--- src/rtl/uart_tx_arbiter.sv ---
// uart_tx_arbiter: round-robin arbiter feeding N byte sources into one UART transmitter.
// Define UART_ARB_TAG_EN to precede every data byte with a tag frame {4'hA, grant_id}.
module uart_tx_arbiter #(
    parameter int N = 4,
    parameter int M = 8
) (
    input  logic                 clk,
    input  logic                 reset,
    input  logic [N-1:0]         req_valid,
    input  logic [N*M-1:0]       req_data,
    output logic [N-1:0]         req_ready,
    output logic [M-1:0]         tx_byte,
    output logic                 tx_enable,
    input  logic                 tx_busy,
    output logic [$clog2(N)-1:0] grant_id,
    output logic                 active
);
    localparam int W = $clog2(N);
    typedef enum logic [1:0] {IDLE, LOAD, WAIT_BUSY, WAIT_DONE} state_t;
    state_t state, state_n;
    logic [W-1:0] ptr, win, idx;
    logic [W:0] sum;
    logic found, grant, more;
    logic [M-1:0] win_data;
`ifdef UART_ARB_TAG_EN
    logic tag;
    logic [M-1:0] data_q;
    assign more = tag;
`else
    assign more = 1'b0;
`endif

    // descending scan so the requester closest to ptr is the last (winning) assignment
    always_comb begin
        win = '0;
        found = 1'b0;
        sum = '0;
        idx = '0;
        for (int i = N - 1; i >= 0; i--) begin
            sum = {1'b0, ptr} + (W + 1)'(i);
            idx = W'(sum >= (W + 1)'(N) ? sum - (W + 1)'(N) : sum);
            if (req_valid[idx]) begin
                win = idx;
                found = 1'b1;
            end
        end
    end

    assign grant = !reset && state == IDLE && found && !tx_busy;
    assign win_data = M'(req_data >> (win * M));

    always_comb begin
        state_n = state;
        req_ready = grant ? N'(1) << win : '0;
        tx_enable = state == LOAD;
        active = state != IDLE;
        case (state)
            IDLE:      state_n = grant ? LOAD : IDLE;
            LOAD:      state_n = WAIT_BUSY;
            WAIT_BUSY: state_n = tx_busy ? WAIT_DONE : WAIT_BUSY;
            WAIT_DONE: state_n = tx_busy ? WAIT_DONE : (more ? LOAD : IDLE);
            default:   state_n = IDLE;
        endcase
    end

    always_ff @(posedge clk) begin
        if (reset)
            state <= IDLE;
        else
            state <= state_n;
    end

    always_ff @(posedge clk) begin
        if (reset) begin
            tx_byte <= '0;
            grant_id <= '0;
            ptr <= '0;
`ifdef UART_ARB_TAG_EN
            tag <= 1'b0;
            data_q <= '0;
`endif
        end else if (grant) begin
            grant_id <= win;
            ptr <= (win == W'(N - 1)) ? '0 : win + 1'b1;
`ifdef UART_ARB_TAG_EN
            tx_byte <= M'({4'hA, 4'(win)});
            data_q <= win_data;
            tag <= 1'b1;
`else
            tx_byte <= win_data;
`endif
        end
`ifdef UART_ARB_TAG_EN
        else if (state == WAIT_DONE && !tx_busy && tag) begin
            tx_byte <= data_q;
            tag <= 1'b0;
        end
`endif
    end
endmodule

--- config.mk ---
export PLATFORM = sky130hd
export DESIGN_NAME = uart_tx_arbiter
export DESIGN_NICKNAME = d
export VERILOG_FILES = /design/src/rtl/uart_tx_arbiter.sv
export SDC_FILE = /design/constraint.sdc
export NUM_CORES = 1
export LEC_CHECK = 0
export CORE_MARGIN = 2
export CORE_UTILIZATION = 40
export CTS_BUF_LIST = sky130_fd_sc_hd__clkbuf_8 sky130_fd_sc_hd__clkbuf_16
export DETAILED_ROUTE_END_ITERATION = 6
export GPL_ROUTABILITY_DRIVEN = 0
export PLACE_DENSITY = 0.89
export SLEW_MARGIN = 15
export SYNTH_ARGS = -nofsm -noshare
export SYNTH_HDL_FRONTEND = slang
export SYNTH_SLANG_ARGS = --single-unit
--- constraint.sdc ---
create_clock -name clk -period 5.55 [get_ports clk]
set_input_delay 1.665 -clock clk [delete_from_list [all_inputs] [get_ports clk]]
set_output_delay 1.665 -clock clk [all_outputs]
set_load 0.05 [all_outputs]
# Word level (Yosys, flattened, before mapping)
# Index checks and enable logic that the tools add are counted.
[op_classes] shifts=2 n_mux=26 n_lt_le_gt_ge=8 reduce_logical=7 n_eq_ne=4 n_addsub=8
[ops] cell="$shr 32x5->8" n=1
[ops] cell="$mux 2" n=10
[ops] cell="$lt 2x3->1 const B" n=4
[ops] cell="$mux 1" n=10
[ops] cell="$ge 3x3->1 const B" n=3
[ops] cell="$bmux 1 s2" n=4
[ops] cell="$pmux 2 s4" n=1
[ops] cell="$sub 2x1->2 const B" n=4
[ops] cell="$add 2x2->3 const B" n=2
[ops] cell="$eq 2x2->1 const B" n=3
[ops] cell="$mux 4" n=1
[ops] cell="$shl 1x2->4 const A" n=1
[ops] cell="$add 2x1->3 const B" n=1
[ops] cell="$ge 2x3->1 const B" n=1
[ops] cell="$logic_and 1x1->1" n=3
[ops] cell="$add 2x1->2 const B" n=1
[ops] cell="$eq 2x1->1 const B" n=1
[ops] cell="$logic_not 1->1" n=2
[ops] cell="$logic_not 2->1" n=1
[ops] cell="$reduce_bool 2->1" n=1
[word_totals] elab_cells=59 input_bits=39 out_inout_bits=16 ff_bits=14

# Longest topological paths before layout
# Gate-level depths: netlist of run 1.
[logic_depth] ltp_word=13 ltp_mapped=8 depth_no_buf=6

# Worst setup path before layout of run 1
# No wires, ideal clock.
[synth_timing] path_type="input -> output" start="input port reset" end="output port req_ready[2]" n_path_buf=1 required_time_ns=3.885 cell_stages=5 arrival_time_ns=3.262 setup_slack_ns=0.623 cell_sequence="clkbuf_1 -> nor4_1 -> o41a_1 -> nand2_1 -> nor2_1"
[synth_via] elab_chain_cells=5
[synth_rtl] element="start, declared" line="8" source="input logic reset,"
[synth_rtl] element="$logic_not 1->1" line="49" source="assign grant = !reset && state == IDLE && found && !tx_busy;"
[synth_rtl] element="$logic_and 1x1->1 (3 in a row)" line="49"
[synth_rtl] element="$mux 4" line="54" source="req_ready = grant ? N'(1) << win : '0;"
[synth_rtl] element="end, declared" line="11" source="output logic [N-1:0] req_ready,"
# No other way between the ends.

# Worst setup path in the final report of run 1
[layout_timing] start="input port req_valid[0]" end="output port req_ready[3]"
[layout_via] elab_chain_cells=9 word_cells_on_any_way=20 classes_between="shift: 1; mux: 17; reduce/logical: 2"
[layout_rtl] element="start, declared" line="9" source="input logic [N-1:0] req_valid,"
[layout_rtl] element="$bmux 1 s2" line="42" source="if (req_valid[idx]) begin"
[layout_rtl] element="$mux 1 (implied by the code)" line="42"
[layout_rtl] element="$mux 1 (4 in a row)" line="42"
[layout_rtl] element="$logic_and 1x1->1 (2 in a row)" line="49"
[layout_rtl] element="$mux 4 (*)" line="54"
# Every way passes the cells marked *; elsewhere a longest branch is shown, timed or not. The select of a mux whose other input is x is not followed.

==> impl_metrics.py, run 1 <==
metrics = {
    "run_status": {
        "status": "complete, no violations",
    },
    "logic_synthesis": {
        "synthTopCellsByArea": "dfxtp_1, mux2i_1, a211o_1",
        "syn_area_um2": 923,
        "synth_nets": 150,
        "syn_inst": 110,
        "yosys.area.top_type": "dfxtp_1",
        "synth_top_cell_area_share": 0.304,
        "synth.distinct_cells": 34,
        "synth_seq_cells": 14,
        "ys_async_sr_fraction": 0,
        "synth_top_flop_cell": "dfxtp_1",
        "yosysWarnings": 0,
        "synth_enable_flop_cells": 0,
        "ys_seq_area_frac": 0.304,
        "syn_area_per_cell_um2": 8.39,
    },
    "flow_run": {
        "maxCapViolations": 0,
    },
    "clock_network": {
        "cts_made_buffers": 3,
        "post_cts_buffers": 0,
        "clk_pin_slew_worst_paths_ns": 0.06,
        "cts_tree": "built",
        "h-tree-depth": 1,
        "cts_resized": 0,
        "postCtsHoldBufs": 0,
        "clkLatencyLatePin_ns": 0.25,
        "cts_buffer_depth": 2,
        "cts.sinks": 14,
        "clockRootBuffer": "clkbuf_8",
    },
    "grt": {
        "grt_overflow_total": 0,
        "grt_max_degree": 12,
        "antenna_found_initial": 0,
        "first_global_vias": 1043,
        "track_usage": 0.239,
        "grt_pass1_wl_mm": 4.75,
    },
    "layout": {
        "drive_above_1_share": 0.120,
        "fin_nets": 208,
        "num_antenna_cells": 0,
        "syn_to_final_growth_pct": 70.7,
        "final-seq-area_um2": 280,
        "multi_input_area_um2": 589,
        "final_cell_mix": "clkdlybuf4s50_1, nand2_1, dfxtp_1",
        "fillers": 161,
        "layout_commonest_cell": "clkdlybuf4s50_1",
    },
    "worst_setup_path": {
        "required_ns": 3.88,
        "rr_worst_depth": 7,
        "worst_setup_path_end_kind": "primary output",
        "startpoint_type": "primary input",
        "crit_path_max_fanout": 11,
        "critPathArrivalTime_ns": 3.48,
        "crit_type": "primary input to primary output",
    },
    "die": {
        "core_area_mm2": 0.00219,
        "row_count": 17,
        "die_x_um": 52.0,
        "start_util": 0.421,
        "pin_count": 55,
        "dieArea_mm2": 0.00271,
        "die_y_um": 52.0,
    },
    "placement": {
        "io_buffer_count": 54,
        "hpwlAfterDp_mm": 2.44,
    },
    "pwr": {
        "p_leak_nw": 0.583,
        "ir_drop_mv": 0.186,
        "power_density_mw_per_mm2": 235,
    },
    "hold_path": {
        "holdCritPathClass": "flip-flop to flip-flop",
        "min_path_cells": 2,
    },
    "sta": {
        "period_share": 0.928,
        "worst_hold_slack_ns": 0.466,
        "clock.fmax_mhz": 194,
        "fin_worst_skew_ns": 0.00361,
        "tightest_slew_ns": 0.593,
        "final-setup-viol-count": 0,
        "hold_viol_final": 0,
        "slew_viol_final": 0,
        "period_needed_ns": 5.15,
        "maxSlewHeadroom": 0.603,
        "tns_ns": 0,
        "rsz0062_at_grt": "false",
    },
    "route": {
        "wire_per_inst_um": 15.8,
        "viasPerCell": 5.64,
        "first_iter_violations": 33,
        "num_vias": 1099,
        "drcViolationCount": 0,
        "totalWireLength_mm": 3.08,
        "final_antenna_net_count": 0,
        "firstDrtPassIters": 6,
    },
}
## flip-flops by register name, indices dropped and copies added (netlist names)
signal    count
ptr           2
state         2
grant_id      2
tx_byte       8
## synth_stat cells, types with 2 or more instances
library cell	n
o21ai_0	2
clkbuf_1	3
o211ai_1	7
nand2_1	16
nand2b_1	2
a211o_1	7
o31ai_1	7
inv_1	2
a21oi_1	5
nor2_1	7
mux2i_1	10
nand4_1	7
dfxtp_1	14
## worst paths after layout
path,start,to,slack [ns]
max reg2reg,ptr[1],tx_byte[6],3.52
max,req_valid[0],req_ready[3],0.40
min reg2reg,grant_id[0],grant_id[0],0.47
min,grant_id[0],grant_id[0],0.47
## metal layers
layer	wire length, µm	vias up	part of all wire	GRT usage
met5	0	-	0	0
met4	53	0	0.017	0.0921
met3	165	5	0.054	0.0230
met2	1610	55	0.52	0.430
met1	1260	503	0.41	0.288
li1	-	536	-	-
## report_power, final
part           leakage, nW  switching [mW]  internal (mW)  total [mW]
Sequential           0.115         0.00684          0.111       0.118
Combinational        0.439          0.0847         0.0670       0.152
Clock               0.0288          0.0376         0.0629       0.100
## critical path, cell delays in order
cell	delay [ns]
clkdlybuf4s50_1	0.52
a21oi_1	0.19
o21ai_0	0.08
o2bb2a_1	0.48
ha_1	0.22
and2_1	0.17
buf_12	0.15
## stage by stage
step / cell area, µm² / setup slack [ns] / cells / power [mW] / util
6_report: 1580 / 0.400 / 195 / 0.370 / 0.720
5_1_grt: 1580 / 0.264 / 195 / 0.385 / 0.720
4_1_cts: 1580 / 0.415 / 195 / 0.371 / 0.720
3_5_place_dp: 1520 / 0.423 / 191 / 0.270 / 0.694
3_3_place_gp: 1520 / 0.490 / 191 / 0.265 / 0.694
2_1_floorplan: 923 / 0.623 / 110 / 0.207 / -
## layout make-up
type,instances,area share
Sequential cell,14,0.178
Multi-Input combinational cell,87,0.374
Timing Repair Buffer,59,0.384
Tap cell,28,0.0222
Inverter,3,0.00714
Clock buffer,4,0.0349
## cell families after synthesis
group	share of synthesized area
mux	0.108
simple gates	0.229
flops	0.304
fa+ha+maj	0.0135
compound gates	0.287
buf+inv	0.0583
No activity file was read; power rests on OpenSTA's default activity.
==> inputs of run 2 (changes only) <==
==> constraint.sdc (replaced) <==
create_clock -name clk -period 5.55 [get_ports clk]
set_input_delay 1.11 -clock clk [delete_from_list [all_inputs] [get_ports clk]]
set_output_delay 1.11 -clock clk [all_outputs]
set_load 0.05 [all_outputs]
==> impl_metrics.py, run 2 (same netlist as run 1, synthesis figures left out) <==
metrics = {
    "run_status": {
        "status": "complete, no violations",
    },
    "die": {
        "dieArea_mm2": 0.00271,
        "core_area_mm2": 0.00219,
        "row_count": 17,
        "start_util": 0.421,
        "pin_count": 55,
        "die_x_um": 52.0,
        "die_y_um": 52.0,
    },
    "route": {
        "viasPerCell": 5.69,
        "final_antenna_net_count": 0,
        "first_iter_violations": 24,
        "firstDrtPassIters": 4,
        "drcViolationCount": 0,
        "num_vias": 1093,
        "totalWireLength_mm": 2.93,
        "wire_per_inst_um": 15.3,
    },
    "sta": {
        "clock.fmax_mhz": 209,
        "period_share": 0.864,
        "tns_ns": 0,
        "fin_worst_skew_ns": 0.00501,
        "slew_viol_final": 0,
        "final-setup-viol-count": 0,
        "maxSlewHeadroom": 0.636,
        "period_needed_ns": 4.79,
        "hold_viol_final": 0,
        "rsz0062_at_grt": "false",
        "tightest_slew_ns": 0.545,
    },
    "clock_network": {
        "clockRootBuffer": "clkbuf_8",
        "cts_made_buffers": 3,
        "clkLatencyLatePin_ns": 0.25,
        "clk_pin_slew_worst_paths_ns": 0.06,
        "post_cts_buffers": 0,
        "h-tree-depth": 1,
        "postCtsHoldBufs": 0,
        "cts.sinks": 14,
        "cts_resized": 0,
        "cts_buffer_depth": 2,
        "cts_tree": "built",
    },
    "worst_setup_path": {
        "crit_path_max_fanout": 11,
        "crit_chain": "clkdlybuf4s50_1, a21oi_1, o21ai_0, o2bb2a_1, nand2_1, nor2_1, clkdlybuf4s50_1",
        "critPathArrivalTime_ns": 3.68,
        "required_ns": 4.44,
        "crit_path_max_incr_delay_ns": 0.81,
        "cp_top_family": "buffers and inverters",
        "startpoint_type": "primary input",
        "crit_type": "primary input to primary output",
        "worst_setup_path_end_kind": "primary output",
        "critPathSlowestCell": "clkdlybuf4s50_1",
        "worst_path_most_repeated_cell": "clkdlybuf4s50_1",
        "worstPathBufferInverterCount": 2,
    },
    "layout": {
        "largest_reg_flops": 8,
        "final_cell_mix": "clkdlybuf4s50_1, nand2_1, dfxtp_1",
        "syn_to_final_growth_pct": 65.3,
        "final_area_mm2": 0.00153,
        "drive_above_1_share": 0.0793,
        "num_antenna_cells": 0,
        "layout_commonest_cell": "clkdlybuf4s50_1",
        "largest-register": "tx_byte",
        "fin_nets": 205,
    },
    "grt": {
        "antenna_found_initial": 0,
        "track_usage": 0.228,
        "grt_overflow_total": 0,
        "grt_max_degree": 12,
        "first_global_vias": 979,
        "grt_pass1_wl_mm": 4.37,
    },
    "placement": {
        "hpwlAfterDp_mm": 2.28,
        "dpl-instance-area_mm2": 0.00147,
        "io_buffer_count": 54,
    },
    "pwr": {
        "ir_drop_mv": 0.174,
        "power_density_mw_per_mm2": 239,
        "p_leak_nw": 0.552,
    },
    "hold_path": {
        "holdCritPathClass": "flip-flop to flip-flop",
    },
    "flow_run": {
        "maxCapViolations": 0,
    },
}
==> run 2: final timing paths <==
| kind | cells past startpoint | startpoint | slack [ns] | end |
|---|---|---|---|---|
| setup / recovery | 7 | req_valid[0] | 0.76 | req_ready[2] |
| hold / removal | 2 | grant_id[0] | 0.46 | grant_id[0] |
| setup reg to reg | 6 | ptr[1] | 3.53 | tx_byte[3] |
| hold reg to reg | 2 | grant_id[0] | 0.46 | grant_id[0] |
==> run 2: per-layer routing <==
metal / track usage / routed length, µm
met5: 0 / 0
met4: 0.162 / 85
met3: 0.0374 / 178
met2: 0.390 / 1520
met1: 0.251 / 1140
==> run 2: report_power, final <==
| part | switching, mW | total [mW] | internal, mW |
|---|---|---|---|
| clock network | 0.0386 | 0.102 | 0.0629 |
| logic | 0.0817 | 0.146 | 0.0640 |
| registers | 0.00688 | 0.118 | 0.111 |
==> run 2: cell type report <==
class | count | area, µm²
multi-input combinational | 87 | 589
fill | 160 | 664
timing repair buffer | 56 | 556
tap | 28 | 35.0
sequential | 14 | 280
clock buffer | 4 | 55.1
inverter | 3 | 11.3
==> run 2: per-stage QoR <==
stage | power (mW) | hold slack [ns] | setup WS (ns) | cells | util
2_1_floorplan | 0.207 | 0.475 | 1.73 | 110 | -
3_3_place_gp | 0.261 | 0.449 | 0.885 | 188 | 0.672
3_5_place_dp | 0.265 | 0.453 | 0.801 | 188 | 0.672
4_1_cts | 0.368 | 0.461 | 0.794 | 192 | 0.697
5_1_grt | 0.382 | 0.478 | 0.586 | 192 | 0.697
6_report | 0.365 | 0.460 | 0.757 | 192 | 0.697
==> run 2: worst min-delay path, stage by stage (launching register included) <==
cell,delay (ns)
dfxtp_1,0.31
nand2_1,0.05
a21oi_1,0.05
==> inputs of run 3 (changes only) <==
Settings changed: REMOVE_ABC_BUFFERS set to 1.
==> impl_metrics.py, run 3 (same netlist as run 1, synthesis figures left out) <==
metrics = {
    "run_status": {
        "status": "complete, no violations",
    },
    "die": {
        "die_x_um": 52.0,
        "dieArea_mm2": 0.00271,
        "pin_count": 55,
        "core_area_mm2": 0.00219,
        "die_y_um": 52.0,
        "row_count": 17,
        "start_util": 0.421,
    },
    "sta": {
        "worst_hold_slack_ns": 0.462,
        "slew_viol_final": 0,
        "tns_ns": 0,
        "clock.fmax_mhz": 207,
        "period_share": 0.869,
        "hold_viol_final": 0,
        "period_needed_ns": 4.83,
        "maxSlewHeadroom": 0.622,
        "tightest_slew_ns": 0.564,
        "rsz0062_at_grt": "false",
        "fin_worst_skew_ns": 0.00107,
        "final-setup-viol-count": 0,
    },
    "grt": {
        "antenna_found_initial": 0,
        "grt_max_degree": 12,
        "grt_overflow_total": 0,
        "track_usage": 0.218,
        "grt_pass1_wl_mm": 4.37,
        "first_global_vias": 1006,
    },
    "layout": {
        "layout_commonest_cell": "clkdlybuf4s50_1",
        "final_cell_mix": "clkdlybuf4s50_1, nand2_1, dfxtp_1",
        "num_antenna_cells": 0,
        "fin_nets": 205,
        "largest_reg_flops": 8,
        "drive_above_1_share": 0.0736,
        "largest-register": "tx_byte",
        "fillers": 173,
        "syn_to_final_growth_pct": 63.8,
        "final-seq-area_um2": 280,
        "final_area_mm2": 0.00151,
        "multi_input_area_um2": 589,
    },
    "worst_setup_path": {
        "worst_setup_path_end_kind": "primary output",
        "required_ns": 4.44,
        "worst_path_most_repeated_cell": "clkdlybuf4s50_1",
        "crit_path_max_fanout": 11,
        "crit_path_max_incr_delay_ns": 0.82,
        "startpoint_type": "primary input",
        "critPathArrivalTime_ns": 3.72,
        "critPathSlowestCell": "clkdlybuf4s50_1",
        "crit_chain": "clkdlybuf4s50_1, a21oi_1, o21ai_0, o2bb2a_1, nand2_1, nor2_1, clkdlybuf4s50_1",
        "crit_type": "primary input to primary output",
    },
    "pwr": {
        "comb_power_share": 0.422,
        "clkPwrFrac": 0.239,
        "switchingPower_mw": 0.125,
        "ir_drop_mv": 0.154,
        "p_int_mw": 0.223,
        "p_leak_nw": 0.545,
        "power.share.sequential": 0.339,
        "power_density_mw_per_mm2": 230,
        "total_power_mw": 0.348,
        "switching_share": 0.358,
    },
    "route": {
        "first_iter_violations": 37,
        "totalWireLength_mm": 2.99,
        "drcViolationCount": 0,
        "final_antenna_net_count": 0,
        "firstDrtPassIters": 4,
        "viasPerCell": 5.74,
        "num_vias": 1097,
        "wire_per_inst_um": 15.6,
    },
    "clock_network": {
        "clkLatencyLatePin_ns": 0.24,
        "cts_buffer_depth": 2,
        "post_cts_buffers": 0,
        "cts_resized": 0,
        "postCtsHoldBufs": 0,
        "cts.sinks": 14,
        "h-tree-depth": 1,
        "clk_pin_slew_worst_paths_ns": 0.06,
        "clockRootBuffer": "clkbuf_8",
        "cts_made_buffers": 3,
        "cts_tree": "built",
    },
    "flow_run": {
        "maxCapViolations": 0,
    },
    "placement": {
        "io_buffer_count": 54,
        "dpl-instance-area_mm2": 0.00147,
        "hpwlAfterDp_mm": 2.26,
    },
    "hold_path": {
        "holdCritPathClass": "flip-flop to flip-flop",
    },
}
==> run 3: cell count changes in the layout (fill, tap and decap cells not counted) <==
| cell | delta |
|---|---|
| clkbuf_8 | -1 |
==> run 3: per-stage QoR <==
| step | utilization | cells | setup WS (ns) |
|---|---|---|---|
| 3_3_place_gp | 0.672 | 188 | 0.813 |
| 5_1_grt | 0.690 | 191 | 0.557 |
| 2_1_floorplan | - | 104 | 1.72 |
| 6_report | 0.690 | 191 | 0.725 |
| 4_1_cts | 0.690 | 191 | 0.746 |
| 3_5_place_dp | 0.672 | 188 | 0.778 |
==> run 3: cell type report <==
type,count,share of cell area
Timing Repair Buffer,56,0.367
Clock buffer,3,0.0273
Inverter,3,0.00744
Tap cell,28,0.0232
Multi-Input combinational cell,87,0.390
Sequential cell,14,0.185
==> run 3: routing by layer <==
metal / global-route usage / vias up / wire, µm
li1: - / 528 / -
met1: 0.255 / 510 / 1220
met2: 0.371 / 49 / 1480
met3: 0.0374 / 10 / 187
met4: 0.123 / 0 / 98
met5: 0 / - / 0
==> run 3: path summary, 6_finish.rpt <==
| check | start | end | slack, ns | cells after the start |
|---|---|---|---|---|
| worst max register to register | ptr[1] | tx_byte[6] | 3.54 | 6 |
| worst min-delay path | grant_id[1] | grant_id[1] | 0.46 | 2 |
| worst min register to register | grant_id[1] | grant_id[1] | 0.46 | 2 |
| worst max-delay path | req_valid[0] | req_ready[2] | 0.72 | 7 |
==> run 3: power by group through the flow <==
| stage | Combinational, mW | Sequential (mW) | Clock, mW |
|---|---|---|---|
| final | 0.147 | 0.118 | 0.0830 |
| after global routing | 0.155 | 0.119 | 0.0891 |
| after CTS | 0.147 | 0.118 | 0.0835 |
| after detailed placement | 0.145 | 0.120 | 0 |
| after global placement | 0.142 | 0.119 | 0 |
| after floorplan | 0.0564 | 0.145 | 0 |
==> run 3: worst max-delay path, delay by kind of cell <==
family / cells / cell delay, ns
AOI/OAI and AO/OA: 3 / 0.75
buffers and inverters: 2 / 1.35
and+or+nand+nor: 2 / 0.49
==> RTL edit: new RTL, config.mk and constraints of run 1 <==
Add a define of `UART_ARB_TAG_EN`.
--- a/src/rtl/uart_tx_arbiter.sv
+++ b/src/rtl/uart_tx_arbiter.sv
@@ -1,5 +1,7 @@
 // uart_tx_arbiter: round-robin arbiter feeding N byte sources into one UART transmitter.
 // Define UART_ARB_TAG_EN to precede every data byte with a tag frame {4'hA, grant_id}.
+`define UART_ARB_TAG_EN
+
 module uart_tx_arbiter #(
     parameter int N = 4,
     parameter int M = 8
Function: changed (a bounded check fails within 4 cycles, from zero or initial values and one cycle with reset high).
==> RTL edit against run 1 <==
Critical path type unchanged; sequential cell count increased by 9; synthesized cell count increased by 15%; non-clock buffer count decreased by 2; global-route usage decreased by 4.5 points; critical endpoint is now req_ready[0]; largest power group is now registers; power increased by 18%; setup slack got worse by 0.020 ns; final area increased by 18%; synthesized area increased by 33%; wire length increased by 5.5%.
==> RTL edit: results (changes against run 1) <==
[run_status]
status=finished clean  ; unchanged

[drt]
drt-pass1-iter-count=4  ; was 6
route.met3.wl_um=146  ; was 165 µm
wl_met2_um=1680  ; was 1610 µm
via_per_inst=5.50  ; was 5.64
wl_met1_um=1390  ; was 1260 µm
drt_iter0_drc=5  ; was 33
wl_um=3250  ; was 3080 µm

[synthesis]
synth_commonest_cells=mux2i_1, dfxtp_1, a21oi_1, nand3b_1, o221ai_1  ; was nand2_1, dfxtp_1, mux2i_1
synthDistinctLibCells=33  ; was 34
async_flop_share_pct=0  ; unchanged
synth-main-ff-cell=dfxtp_1  ; unchanged
yosysSeqAreaShare_pct=37.4  ; was 30.4%
ys_warn_count=0  ; unchanged
synth_nets=165  ; was 150
synth_edf_count=0  ; unchanged
synth.area.top_cells=dfxtp_1, mux2i_1, nand3b_1  ; was dfxtp_1, mux2i_1, a211o_1

[clock_network]
cts_root_buf=clkbuf_8  ; unchanged
clkTransAtPathRegs_ns=0.08  ; was 0.06 ns
ctsHtreeMaxLevel=1  ; unchanged
cts_setup_buffers=0  ; unchanged
clock_path_buffers=2  ; unchanged
clk_latency_ns=0.27  ; was 0.25 ns
cts_made_buffers=3  ; unchanged

[global_routing]
grt_use_met3_pct=4.15  ; was 2.30%
grt_pass1_vias=1130  ; was 1043
grt.total_usage_pct=19.4  ; was 23.9%
grt_util_met2_pct=33.8  ; was 43.0%
grt_use_met1_pct=24.1  ; was 28.8%
grt_max_degree=16  ; was 12
grt_pass1_wl_um=5210  ; was 4750 µm

[critical_path]
rr_endpoint=data_q[1]  ; was tx_byte[6]
critPathArrivalTime_ns=3.50  ; was 3.48 ns
rrSetupSlack_ns=3.47  ; was 3.52 ns
critPathMaxFanout=7  ; was 11
reg2reg_from=ptr[1]  ; unchanged
crit_end=req_ready[0]  ; was req_ready[3]
rr_worst_depth=6  ; was 7

[placed_design]
dpl_worst_slack_ns=0.376  ; was 0.423 ns
dpl.hpwl_um=2580  ; was 2440 µm

[power_and_ir_drop]
ir_worst_vdd_uv=161  ; was 186 µV
seq_power_share_pct=43.6  ; was 31.8%
netSwitchingFraction_pct=31.4  ; was 34.9%
p_comb_uw=142  ; was 152 µW
finalPower_uw=437  ; was 370 µW
p_leak_uw=0.000742  ; was 0.000583 µW

[final_layout]
diodes=0  ; unchanged
drive_gt1_share_pct=11.1  ; was 12.0%
layout.nets=220  ; was 208

[timing]
skew_ns=0.00777  ; was 0.00361 ns
max_freq_mhz=193  ; was 194 MHz
finalHoldWorstSlack_ns=0.465  ; was 0.466 ns
slew_headroom_pct=65.8  ; was 60.3%

## RTL edit: cell type report
cell class	instances	area, µm²
clock buffers	3	41.3
clock inverters	1	5.00
fillers	263	1110
inverters	4	15.0
multi-input cells	92	701
flip-flops and latches	23	460
well taps	33	41.3
repair buffers	57	603
## RTL edit: cells by family (layout without fill, tap and decap cells)
| group | count (synthesis) | after routing | synth area share (%) |
|---|---|---|---|
| AO/OA/AOI/OAI | 29 | 29 | 18.2 |
| XOR/XNOR | 1 | 1 | 0.712 |
| AND/OR/NAND/NOR | 37 | 37 | 17.6 |
| buffers and inverters | 11 | 65 | 5.59 |
| multiplexers | 25 | 25 | 20.4 |
| flip-flops | 23 | 23 | 37.4 |
## RTL edit: worst max-delay path, stage by stage
cell and delay, ns:
clkdlybuf4s50_1 0.61, o41ai_4 0.15, or3_1 0.49, nor3_1 0.39
buf_12 0.19
## RTL edit: per-stage QoR
stage               area (µm²)  cells
detailed placement        1820    209
floorplan                 1230    126
global route              1870    213
finish                    1870    213
CTS                       1870    213
global placement          1820    209
